`src/rtl/mdu_pkg.sv`:
```
// Shared types and helpers for the iterative multiply/divide unit.
// Holds the operation encoding, the FSM state encoding, the default datapath
// width, and the magnitude/negation helpers used on operands and results.
package mdu_pkg;

    localparam int MDU_WIDTH = 32;

    // op[1] selects divide, op[0] selects unsigned.
    typedef enum logic [1:0] {
        MDU_MULT  = 2'b00,
        MDU_MULTU = 2'b01,
        MDU_DIV   = 2'b10,
        MDU_DIVU  = 2'b11
    } mdu_op_e;

    typedef enum logic [1:0] {
        IDLE = 2'd0,
        CALC = 2'd1,
        FIX  = 2'd2
    } mdu_state_e;

    function automatic logic [MDU_WIDTH-1:0] mdu_neg(input logic [MDU_WIDTH-1:0] x);
        return ~x + MDU_WIDTH'(1);
    endfunction

    function automatic logic [2*MDU_WIDTH-1:0] mdu_neg2(input logic [2*MDU_WIDTH-1:0] x);
        return ~x + (2*MDU_WIDTH)'(1);
    endfunction

    // Magnitude as an unsigned value; 0x80000000 maps to itself, which is the
    // correct unsigned magnitude, so no extra bit is needed.
    function automatic logic [MDU_WIDTH-1:0] mdu_abs(input logic [MDU_WIDTH-1:0] x,
                                                     input logic is_signed);
        return (is_signed && x[MDU_WIDTH-1]) ? mdu_neg(x) : x;
    endfunction

endpackage

```
`src/rtl/mult_div_unit_if.sv`:
```
// Request/result bundle between the control unit (master) and the MDU (slave).
// Master drives start/op/operands and mthi/mtlo writes; slave returns busy,
// the one-cycle done pulse and the architectural HI/LO registers.
interface mult_div_unit_if
    import mdu_pkg::*;
#(
    parameter int WIDTH = MDU_WIDTH
);
    logic             start;
    mdu_op_e          op;
    logic [WIDTH-1:0] rs_data;
    logic [WIDTH-1:0] rt_data;
    logic             mthi;
    logic             mtlo;
    logic [WIDTH-1:0] wdata;
    logic             busy;
    logic             done;
    logic [WIDTH-1:0] hi;
    logic [WIDTH-1:0] lo;

    modport master (
        output start, op, rs_data, rt_data, mthi, mtlo, wdata,
        input  busy, done, hi, lo
    );

    modport slave (
        input  start, op, rs_data, rt_data, mthi, mtlo, wdata,
        output busy, done, hi, lo
    );
endinterface

```
`src/rtl/mult_div_unit.sv`:
```
// Iterative MULT/MULTU/DIV/DIVU: shift-add multiply, restoring divide, 1 bit/cycle.
// Latency: start in cycle 0, busy cycles 1..WIDTH+1, HI/LO + done pulse in cycle WIDTH+2.
// Backpressure: none queued; start/mthi/mtlo while busy are dropped, control stalls on busy.
// Ports: clk, reset (sync, active-high), mdu (slave modport: start/op/rs_data/rt_data,
//        mthi/mtlo/wdata in; busy/done/hi/lo out).
module mult_div_unit
    import mdu_pkg::*;
#(
    parameter int WIDTH = MDU_WIDTH
)(
    input  logic           clk,
    input  logic           reset,
    mult_div_unit_if.slave mdu
);

    localparam int CW = $clog2(WIDTH);

    mdu_state_e         state_q, state_d;
    logic [CW-1:0]      cnt_q, cnt_d;
    logic               is_div_q, is_div_d;
    logic               neg_res_q, neg_res_d;   // product / quotient negate
    logic               neg_rem_q, neg_rem_d;   // remainder follows dividend sign
    logic               div0_q, div0_d;
    logic [WIDTH-1:0]   opb_q, opb_d;           // multiplicand or divisor magnitude
    logic [2*WIDTH-1:0] acc_q, acc_d;           // {hi_part, lo_part} working register
    logic [WIDTH-1:0]   hi_q, hi_d;
    logic [WIDTH-1:0]   lo_q, lo_d;
    logic               busy_q, busy_d;
    logic               done_q, done_d;

    logic [WIDTH:0]     m_addend, m_sum;
    logic [WIDTH:0]     d_shift, d_trial;
    logic [2*WIDTH-1:0] acc_step;
    logic [2*WIDTH-1:0] prod_fix;
    logic [WIDTH-1:0]   quot_fix, rem_fix;
    logic               start_signed, start_div;

    // One iteration of either algorithm.
    // Multiply: lower half holds the remaining multiplier bits; the sum is
    // shifted right together with it so the product fills the register.
    // Divide: lower half holds the dividend, shifted left into the remainder;
    // quotient bits enter from the right as dividend bits leave.
    always_comb begin
        m_addend = acc_q[0] ? {1'b0, opb_q} : '0;
        m_sum    = {1'b0, acc_q[2*WIDTH-1:WIDTH]} + m_addend;
        d_shift  = {acc_q[2*WIDTH-1:WIDTH], acc_q[WIDTH-1]};
        d_trial  = d_shift - {1'b0, opb_q};
        if (!is_div_q) begin
            acc_step = {m_sum, acc_q[WIDTH-1:1]};
        end else if (d_trial[WIDTH]) begin
            acc_step = {d_shift[WIDTH-1:0], acc_q[WIDTH-2:0], 1'b0};
        end else begin
            acc_step = {d_trial[WIDTH-1:0], acc_q[WIDTH-2:0], 1'b1};
        end
    end

    // Sign correction. Divide by zero leaves the magnitude dividend in the
    // remainder, so re-applying the dividend sign restores raw rs_data; only
    // the quotient needs forcing to all ones.
    always_comb begin
        prod_fix = neg_res_q ? mdu_neg2(acc_q) : acc_q;
        rem_fix  = neg_rem_q ? mdu_neg(acc_q[2*WIDTH-1:WIDTH]) : acc_q[2*WIDTH-1:WIDTH];
        if (div0_q) begin
            quot_fix = '1;
        end else begin
            quot_fix = neg_res_q ? mdu_neg(acc_q[WIDTH-1:0]) : acc_q[WIDTH-1:0];
        end
    end

    assign start_signed = ~mdu.op[0];
    assign start_div    = mdu.op[1];

    always_comb begin
        state_d   = state_q;
        cnt_d     = cnt_q;
        is_div_d  = is_div_q;
        neg_res_d = neg_res_q;
        neg_rem_d = neg_rem_q;
        div0_d    = div0_q;
        opb_d     = opb_q;
        acc_d     = acc_q;
        hi_d      = hi_q;
        lo_d      = lo_q;
        busy_d    = busy_q;
        done_d    = 1'b0;
        unique case (state_q)
            IDLE: begin
                if (mdu.start) begin
                    is_div_d  = start_div;
                    neg_res_d = start_signed & (mdu.rs_data[WIDTH-1] ^ mdu.rt_data[WIDTH-1]);
                    neg_rem_d = start_signed & start_div & mdu.rs_data[WIDTH-1];
                    div0_d    = start_div & (mdu.rt_data == '0);
                    if (start_div) begin
                        opb_d = mdu_abs(mdu.rt_data, start_signed);
                        acc_d = {{WIDTH{1'b0}}, mdu_abs(mdu.rs_data, start_signed)};
                    end else begin
                        opb_d = mdu_abs(mdu.rs_data, start_signed);
                        acc_d = {{WIDTH{1'b0}}, mdu_abs(mdu.rt_data, start_signed)};
                    end
                    cnt_d   = '0;
                    busy_d  = 1'b1;
                    state_d = CALC;
                end else begin
                    if (mdu.mthi) hi_d = mdu.wdata;
                    if (mdu.mtlo) lo_d = mdu.wdata;
                end
            end
            CALC: begin
                acc_d = acc_step;
                cnt_d = cnt_q + CW'(1);
                if (cnt_q == CW'(WIDTH-1)) state_d = FIX;
            end
            FIX: begin
                if (is_div_q) begin
                    hi_d = rem_fix;
                    lo_d = quot_fix;
                end else begin
                    hi_d = prod_fix[2*WIDTH-1:WIDTH];
                    lo_d = prod_fix[WIDTH-1:0];
                end
                busy_d  = 1'b0;
                done_d  = 1'b1;
                state_d = IDLE;
            end
            default: state_d = IDLE;
        endcase
    end

    always_ff @(posedge clk) begin
        if (reset) begin
            state_q   <= IDLE;
            cnt_q     <= '0;
            is_div_q  <= 1'b0;
            neg_res_q <= 1'b0;
            neg_rem_q <= 1'b0;
            div0_q    <= 1'b0;
            opb_q     <= '0;
            acc_q     <= '0;
            hi_q      <= '0;
            lo_q      <= '0;
            busy_q    <= 1'b0;
            done_q    <= 1'b0;
        end else begin
            state_q   <= state_d;
            cnt_q     <= cnt_d;
            is_div_q  <= is_div_d;
            neg_res_q <= neg_res_d;
            neg_rem_q <= neg_rem_d;
            div0_q    <= div0_d;
            opb_q     <= opb_d;
            acc_q     <= acc_d;
            hi_q      <= hi_d;
            lo_q      <= lo_d;
            busy_q    <= busy_d;
            done_q    <= done_d;
        end
    end

    assign mdu.busy = busy_q;
    assign mdu.done = done_q;
    assign mdu.hi   = hi_q;
    assign mdu.lo   = lo_q;

endmodule

```
`src/flat_wrapper.sv`:
```
// flat-port wrapper written by rule: the top's interface ports become plain ports
module mult_div_unit_flat import mdu_pkg::*;
#(
    parameter int WIDTH = MDU_WIDTH
)
  (clk, reset, mdu_start, mdu_op, mdu_rs_data, mdu_rt_data, mdu_mthi, mdu_mtlo, mdu_wdata, mdu_busy, mdu_done, mdu_hi, mdu_lo);
  mult_div_unit_if #(.WIDTH(WIDTH)) mdu_i ();
  input  logic clk;
  input  logic reset;
  input wire logic [$bits(mdu_i.start)-1:0] mdu_start;
  input wire logic [$bits(mdu_i.op)-1:0] mdu_op;
  input wire logic [$bits(mdu_i.rs_data)-1:0] mdu_rs_data;
  input wire logic [$bits(mdu_i.rt_data)-1:0] mdu_rt_data;
  input wire logic [$bits(mdu_i.mthi)-1:0] mdu_mthi;
  input wire logic [$bits(mdu_i.mtlo)-1:0] mdu_mtlo;
  input wire logic [$bits(mdu_i.wdata)-1:0] mdu_wdata;
  output wire logic [$bits(mdu_i.busy)-1:0] mdu_busy;
  output wire logic [$bits(mdu_i.done)-1:0] mdu_done;
  output wire logic [$bits(mdu_i.hi)-1:0] mdu_hi;
  output wire logic [$bits(mdu_i.lo)-1:0] mdu_lo;
  assign mdu_i.start = mdu_start;
  assign mdu_i.op = mdu_op;
  assign mdu_i.rs_data = mdu_rs_data;
  assign mdu_i.rt_data = mdu_rt_data;
  assign mdu_i.mthi = mdu_mthi;
  assign mdu_i.mtlo = mdu_mtlo;
  assign mdu_i.wdata = mdu_wdata;
  assign mdu_busy = mdu_i.busy;
  assign mdu_done = mdu_i.done;
  assign mdu_hi = mdu_i.hi;
  assign mdu_lo = mdu_i.lo;
  mult_div_unit #(.WIDTH(WIDTH)) u_core (.clk(clk), .reset(reset), .mdu(mdu_i));
endmodule
```
`config.mk`:
```
export PLATFORM = sky130hd
export DESIGN_NAME = mult_div_unit_flat
export DESIGN_NICKNAME = d
export VERILOG_FILES = /design/src/rtl/mdu_pkg.sv /design/src/rtl/mult_div_unit_if.sv /design/src/rtl/mult_div_unit.sv /design/src/flat_wrapper.sv
export SDC_FILE = /design/constraint.sdc
export NUM_CORES = 1
export LEC_CHECK = 0
export BUFFER_PORTS_ARGS = -buffer_cell sky130_fd_sc_hd__buf_2
export CAP_MARGIN = 30
export CORE_ASPECT_RATIO = 0.6
export CORE_MARGIN = 2
export CORE_UTILIZATION = 40
export DETAILED_ROUTE_END_ITERATION = 8
export PLACE_DENSITY = 0.68
export SLEW_MARGIN = 20
export SYNTH_ARGS = -nofsm -noshare
export SYNTH_HDL_FRONTEND = slang
export SYNTH_SLANG_ARGS = --single-unit
```
`constraint.sdc`:
```
create_clock -name clk -period 4.3 [get_ports clk]
set_input_delay 0.215 -clock clk [delete_from_list [all_inputs] [get_ports clk]]
set_output_delay 0.215 -clock clk [all_outputs]
set_load 0.005 [all_outputs]
```
-- Word level (Yosys, flattened, before mapping)
Index checks and enable logic that the tools add are counted.
- multiplexer cells: 29
- equal/unequal tests: 8
- reduce and logical (&&, ||, !) cells: 12
- bitwise gates (word level): 11
- $add $sub $neg: 8
- operator list (kind ; count):
    $mux 32 ; 14
    $mux 64 ; 4
    $add 32x1->32 const B ; 4
    $not 32->32 ; 4
    $pmux 32 s2 ; 2
    $pmux 64 s2 ; 1
    $add 64x1->64 const B ; 1
    $not 64->64 ; 1
    $add 32x33->33 ; 1
    $sub 33x32->33 ; 1
    $logic_not 32->1 ; 1
    $pmux 5 s2 ; 1
    $ne 2x2->1 const B ; 4
    $reduce_and 2->1 ; 4
    $reduce_and 3->1 ; 2
    $add 5x1->5 const B ; 1
    $eq 5x5->1 const B ; 1
    $mux 5 ; 1
    $and 1x1->1 ; 4
    $mux 2 ; 2
    $pmux 2 s2 ; 1
    $reduce_bool 2->1 ; 2
    $eq 2x1->1 const B ; 1
    $eq 2x2->1 const B ; 1
    other kinds (7) ; 9
- output and inout bits: 66
- bits in registers: 173
- bits of input ports: 103
- logic and storage cells: 80

-- Depth between registers and ports, before layout
Gate-level depths: netlist of run 1.
- word-level depth: 6
- gate-level depth with buffers: 15
- gate-level depth less buffers: 13

-- Worst setup path after synthesis of run 1
OpenSTA, ideal clock, no wires.
- path kind: reg-to-reg
- start point: register u_core.acc_q[0]
- end point: register u_core.acc_q[55]
- buffers on the path: 1
- library setup time: 0.076 ns
- stages on the path, launching flop included: 13
- required time: 4.224 ns
- period minus slack after synthesis: 3.283 ns
- arrival: 3.207 ns
- path slack: 1.017 ns
- cells stage by stage: dfxtp_1 -> inv_1 -> clkbuf_1 -> nor2_1 -> ha_1 -> a2111o_1 -> o22a_1 -> o31a_1 -> a221oi_1 -> o21bai_1 -> xnor2_1 -> a2111oi_0 -> a21boi_0
- longest elaborated chain between the ends: 4
- RTL lines (what ; RTL line ; text):
    start: declaration ; mult_div_unit.sv:25 ; logic [2*WIDTH-1:0] acc_q, acc_d;
    start signal: assignment ; mult_div_unit.sv:138 ; acc_q <= '0;
    start signal: assignment ; mult_div_unit.sv:151 ; acc_q <= acc_d;
    $mux 32 ; mult_div_unit.sv:44 ; m_addend = acc_q[0] ? {1'b0, opb_q} : '0;
    $add 32x33->33 ; mult_div_unit.sv:45 ; m_sum = {1'b0, acc_q[2*WIDTH-1:WIDTH]} + m_addend;
    $mux 64 ; mult_div_unit.sv:48 ; if (!is_div_q) begin
    $pmux 64 s2 ; mult_div_unit.sv:86 ; unique case (state_q)
No other way between the ends.
A chain may end at the register's enable or synchronous reset.

-- Worst setup path after layout of run 1
- start point: register u_core.acc_q[31]
- end point: register u_core.acc_q[62]
- longest elaborated chain between the ends: 4
- RTL lines (what ; RTL line ; text):
    $sub 33x32->33 ; mult_div_unit.sv:47 ; d_trial = d_shift - {1'b0, opb_q};
    $mux 64 ; mult_div_unit.sv:50 ; end else if (d_trial[WIDTH]) begin
    $mux 64 ; mult_div_unit.sv:48 ;
    $pmux 64 s2 ; mult_div_unit.sv:86 ;
No other way between the ends.

==> flow_summary.json, run 1 <==
{
  "die_y_um": 152,
  "die_width_um": 251,
  "required_ns": 4.63,
  "arrival_ns": 4.26,
  "max-slew-margin-rel_pct": 37.0,
  "num_vias": 16300,
  "rows": 54,
  "slowest_stage": "xnor2_4",
  "status": "finished clean",
  "post-cts-setup-buffers": 0,
  "met2_usage_pct": 38.4,
  "path_clk_slew_ns": 0.08,
  "post-route-util_pct": 46.0,
  "cts.sinks": 173,
  "setup.worst_path.start_class": "register",
  "multi_input_area_um2": 10400,
  "synth_area_per_cell_um2": 7.28,
  "synth_ff_type": "dfxtp_1",
  "synth_nets": 2185,
  "yosys.area_share.adder_pct": 6.26,
  "clock_skew_ns": 0.0210,
  "ys_seq_area_share_pct": 23.7,
  "worst_pin_slew_ns": 0.940,
  "coreArea_um2": 36200,
  "grt.overflow.total": 0,
  "dpl.hpwl_um": 47100,
  "initial_core_util_pct": 40.4,
  "final_layout_size_suffix_gt1_share_pct": 13.5,
  "h-tree-depth": 4,
  "setup_viol": 0,
  "grt.total_usage_pct": 30.1,
  "grt_pass1_wl_um": 88800,
  "p_leak_uw": 0.00695,
  "port-buffer-count": 168,
  "synth_edf_count": 0,
  "synth_top_family_by_area": "compound AO/OA/AOI/OAI gates",
  "p_per_area_nw_per_um2": 324,
  "fmax_mhz": 254,
  "peakVddDrop_v": 0.000273,
  "postSynthCellCount": 2010,
  "rsz0062_at_grt": "false",
  "drtAntennaViolNets": 0,
  "grt-busiest-layer": "met1",
  "final_cell_mix": "a21oi_1, nor2_1, nand2_1, dfxtp_1, buf_2",
  "syn_to_final_growth_pct": 13.7,
  "synth-xor-area-share_pct": 10.2,
  "io_pins": 169,
  "final_cell_area_um2": 16600,
  "post_drt_wl_per_cell_um": 22.9,
  "vias_per_cell": 6.26,
  "cp_max_fo": 12,
  "synth_top_cell_area_share_pct": 23.7,
  "seqCellArea_um2": 3460,
  "antenna_found_initial": 0,
  "fin_crit_sh_pct": 91.4,
  "maxCapViolations": 0,
  "holdCritPathClass": "input pin to register",
  "final.setup.tns_ns": 0,
  "num_antenna_cells": 0,
  "crit_path_max_incr_delay_ns": 0.56,
  "finalHoldViolCount": 0,
  "clk_path_buf_depth": 2,
  "muxShareOfSynthArea_pct": 4.09,
  "grt_start_max_net_pins": 73,
  "cts-root-buf": "clkbuf_16",
  "ys_warn_count": 0,
  "placed_area_um2": 16000,
  "holdBufCountCts": 0,
  "cts_tree": "built",
  "ys_top_cells_by_area": "dfxtp_1, a21oi_1, ha_1",
  "finalWeightedCongestion": 1.01,
  "cp-end-kind": "register",
  "grtUsageMet3_pct": 9.43,
  "insertion_delay_ns": 0.46,
  "met1_usage_pct": 48.2,
  "drt_iter0_markers": 2214,
  "first_pass_iters": 5,
  "path_buf_inv": 2,
  "first_global_vias": 14300,
  "yosysUniqueCellTypes": 80,
  "drt_wl_total_um": 59800,
  "yosys.area_share.simple_pct": 20.0,
  "finalNetCount": 2296,
  "final_common_cell": "a21oi_1",
  "cp_cell_sequence": "inv_1, ha_1, fa_1, nor2b_1, o31a_1, o21ai_0, a211oi_1, nor3_2, xnor2_4, buf_4, o31ai_1, a2111oi_0",
  "die-area_um2": 38200,
  "synth-async-reset-ratio_pct": 0,
  "cp_top_family": "compound AO/OA/AOI/OAI gates",
  "cts.repair.resized": 0,
  "cts_buffers": 17,
  "ys_ff_latch": 173,
  "synth_largest_area_cell": "dfxtp_1",
  "netlist_area_um2": 14600,
  "worst-setup-path-type": "register to register",
  "fillers": 3690,
  "report.final.slew_viol_count": 0,
  "drc": 0,
  "fin_crit_ns": 3.93,
  "synth-compound-area-share_pct": 30.4
}
kinds of logic (layout without fill, tap and decap cells):
| family | after synthesis | after routing |
|---|---|---|
| muxes | 59 | 59 |
| buffers and inverters | 205 | 328 |
| AOI/OAI and AO/OA | 698 | 698 |
| xor gates and xnor gates | 170 | 171 |
| adders and majority gates | 72 | 72 |
| DFF | 173 | 173 |
| and+or+nand+nor | 633 | 633 |
worst min-delay path, cell delays in order:
cell      delay [ns]
buf_2           0.12
o211ai_1        0.10
nand2_1         0.07
metal layers:
metal,vias up,wire length [um]
met5,-,0
met4,0,692
met3,47,8410
met2,987,22100
met1,7716,28600
li1,7576,-
layout make-up:
class                           instances  area share, %
Clock inverter                         15           1.01
Inverter                               71           1.60
Multi-Input combinational cell       1633           62.7
Tap cell                              476           3.58
Clock buffer                           17           2.56
Sequential cell                       173           20.8
Timing Repair Buffer                  225           7.69
final timing paths:
check	slack, ns	startpoint	cells after the start	endpoint
hold / removal	0.08	mdu_wdata[1]	3	u_core.mdu.hi[1]
hold reg to reg	0.44	u_core.mdu.hi[1]	2	u_core.mdu.hi[1]
setup reg to reg	0.37	u_core.acc_q[31]	12	u_core.acc_q[62]
setup / recovery	0.37	u_core.acc_q[31]	12	u_core.acc_q[62]
stage by stage:
| step | total power, uW | hold slack [ns] | instances | setup WS (ns) |
|---|---|---|---|---|
| 2_1_floorplan | 3040 | 0.374 | 2010 | 1.02 |
| 3_3_place_gp | 3670 | 0.432 | 2573 | 0.514 |
| 3_5_place_dp | 3690 | 0.434 | 2575 | 0.325 |
| 4_1_cts | 5290 | 0.0608 | 2607 | 0.287 |
| 5_1_grt | 5600 | 0.0712 | 2610 | 0.0411 |
| 6_report | 5400 | 0.0796 | 2610 | 0.370 |
power breakdown:
group          switching [uW]  internal, uW
clock network             800           832
registers                 146          1700
logic                    1220           693
total                    2170          3230
flip-flops by register name (all words and copies together) (netlist names):
name	count
u_core.acc_q	64
u_core.mdu.hi	32
u_core.mdu.lo	32
u_core.opb_q	32
u_core.cnt_q	5
u_core.state_q	2
u_core.div0_q	1
u_core.is_div_q	1
u_core.mdu.busy	1
u_core.mdu.done	1
u_core.neg_rem_q	1
u_core.neg_res_q	1
cells in the mapped netlist, types with 35 or more instances:
library cell  instances
clkbuf_1            103
mux2i_1              52
a211oi_1             73
nor2_1              211
nand2_1             202
xnor2_1              93
xor2_1               76
a21oi_1             228
inv_1                69
dfxtp_1             173
nor3_1               49
ha_1                 70
o21ai_0             132
o211ai_1             35
(Power assumes the default switching activity.)
==> run 2, diff against run 1 <==
- RECOVER_POWER: default -> 100
==> flow_summary.json, run 2 (same netlist as run 1, synthesis figures left out) <==
{
  "status": "finished, violations left",
  "violations": "max-capacitance violations, max-slew violations",
  "holdCritPathClass": "input pin to register",
  "post-route-util_pct": 45.6,
  "report.final.slew_viol_count": 106,
  "die_y_um": 152,
  "cts-root-buf": "clkbuf_16",
  "post_drt_wl_per_cell_um": 22.9,
  "setup.worst_path.start_class": "register",
  "dpl.hpwl_um": 47100,
  "required_ns": 4.66,
  "hold_end": "u_core.mdu.hi[1]",
  "cts_buffers": 17,
  "cp_max_fo": 17,
  "cts_tree": "built",
  "cts.sinks": 173,
  "slowest_stage": "inv_1",
  "worst_pin_slew_ns": 2.68,
  "regMostFlops": "u_core.acc_q",
  "final_cell_area_um2": 16500,
  "clk_path_buf_depth": 2,
  "port-buffer-count": 168,
  "final_layout_size_suffix_gt1_share_pct": 11.2,
  "reg2reg_to": "u_core.mdu.hi[16]",
  "finalHoldViolCount": 0,
  "largest_reg_flops": 64,
  "h-tree-depth": 4,
  "fin_crit_ns": 4.00,
  "fin_crit_sh_pct": 93.1,
  "drtAntennaViolNets": 0,
  "stdcell_count": 2610,
  "drt_iter0_markers": 2221,
  "first_pass_iters": 6,
  "io_pins": 169,
  "arrival_ns": 4.36,
  "coreArea_um2": 36200,
  "worst-setup-path-type": "register to register",
  "max-slew-margin-rel_pct": -78.8,
  "grt_start_max_net_pins": 73,
  "holdBufCountCts": 0,
  "cp-end-kind": "register",
  "placed_area_um2": 16000,
  "crit_start": "u_core.acc_q[0]",
  "num_antenna_cells": 0,
  "die-area_um2": 38200,
  "crit-reg2reg-launch": "u_core.acc_q[0]",
  "rsz0062_at_grt": "false",
  "final_common_cell": "a21oi_1",
  "syn_to_final_growth_pct": 12.9,
  "drt_wl_total_um": 59900,
  "p_per_area_nw_per_um2": 325,
  "peakVddDrop_v": 0.000278,
  "final.setup.tns_ns": 0,
  "finalWeightedCongestion": 1.01,
  "antenna_found_initial": 0,
  "path_clk_slew_ns": 0.08,
  "final_cell_mix": "a21oi_1, nor2_1, nand2_1, dfxtp_1, o21ai_0",
  "grt_pass1_wl_um": 88800,
  "cp_top_family": "simple AND/OR/NAND/NOR gates",
  "post-cts-setup-buffers": 0,
  "maxCapViolations": 2,
  "finalNetCount": 2296,
  "worstRegToRegCells": 11,
  "drc": 0,
  "rows": 54,
  "initial_core_util_pct": 40.4,
  "placedCellCount": 2575,
  "first_global_vias": 14300,
  "crit_path_max_incr_delay_ns": 0.51,
  "worstHoldPathCells": 3,
  "die_width_um": 251,
  "p_leak_uw": 0.00676,
  "num_vias": 16400,
  "vias_per_cell": 6.29,
  "setup_viol": 0,
  "r2r_setup_slack_ns": 0.30,
  "path_buf_inv": 1,
  "cp_cell_sequence": "inv_1, ha_1, or4b_1, or2_0, or4_1, nand4b_1, a211o_1, o21ai_0, xnor2_1, nor2_1, o41ai_1",
  "grt.overflow.total": 0,
  "cts.repair.resized": 0,
  "clock_skew_ns": 0.0193,
  "grt.total_usage_pct": 30.1,
  "fmax_mhz": 250,
  "hp-start": "mdu_wdata[1]",
  "insertion_delay_ns": 0.46
}
run 2: layer usage:
| layer | share of wire (%) | up-vias | global-route usage, % |
|---|---|---|---|
| met5 | 0 | - | 0 |
| met4 | 1.3 | 0 | 5.24 |
| met3 | 14 | 53 | 9.43 |
| met2 | 37 | 983 | 38.4 |
| met1 | 48 | 7804 | 48.2 |
| li1 | - | 7577 | - |
run 2: layout make-up:
| class | instances | area (um^2) |
|---|---|---|
| fill | 3725 | 19700 |
| clock inverter | 15 | 169 |
| clock buffer | 17 | 425 |
| tap | 476 | 596 |
| timing repair buffer | 225 | 1210 |
| multi-input combinational | 1633 | 10400 |
| sequential | 173 | 3460 |
| inverter | 71 | 267 |
run 2: worst max path at each step:
stage / to / slack [ns] / cells after the start
finish: u_core.mdu.hi[16] / 0.30 / 11
global route: u_core.acc_q[62] / 0.03 / 12
CTS: u_core.acc_q[62] / 0.29 / 12
detailed placement: u_core.acc_q[62] / 0.32 / 12
global placement: u_core.acc_q[62] / 0.51 / 12
floorplan: u_core.acc_q[55] / 1.02 / 12
run 2: report_power, final:
group | internal [uW] | switching [uW] | total [uW]
Combinational | 675 | 1210 | 1890
Clock | 832 | 803 | 1630
Sequential | 1700 | 146 | 1850
run 2: stage by stage:
stage	hold slack [ns]	setup WS [ns]	power, uW
2_1_floorplan	0.374	1.02	3040
3_3_place_gp	0.432	0.514	3670
3_5_place_dp	0.434	0.325	3690
4_1_cts	0.0608	0.287	5290
5_1_grt	0.0712	0.0301	5580
6_report	0.0715	0.297	5370
run 2: worst reg2reg max path, stage by stage, from the launching register on:
cell and delay (ns):
dfxtp_1 0.38, inv_1 0.51, ha_1 0.29, or4b_1 0.50
or2_0 0.27, or4_1 0.51, nand4b_1 0.36, a211o_1 0.38
o21ai_0 0.19, xnor2_1 0.15, nor2_1 0.07, o41ai_1 0.30
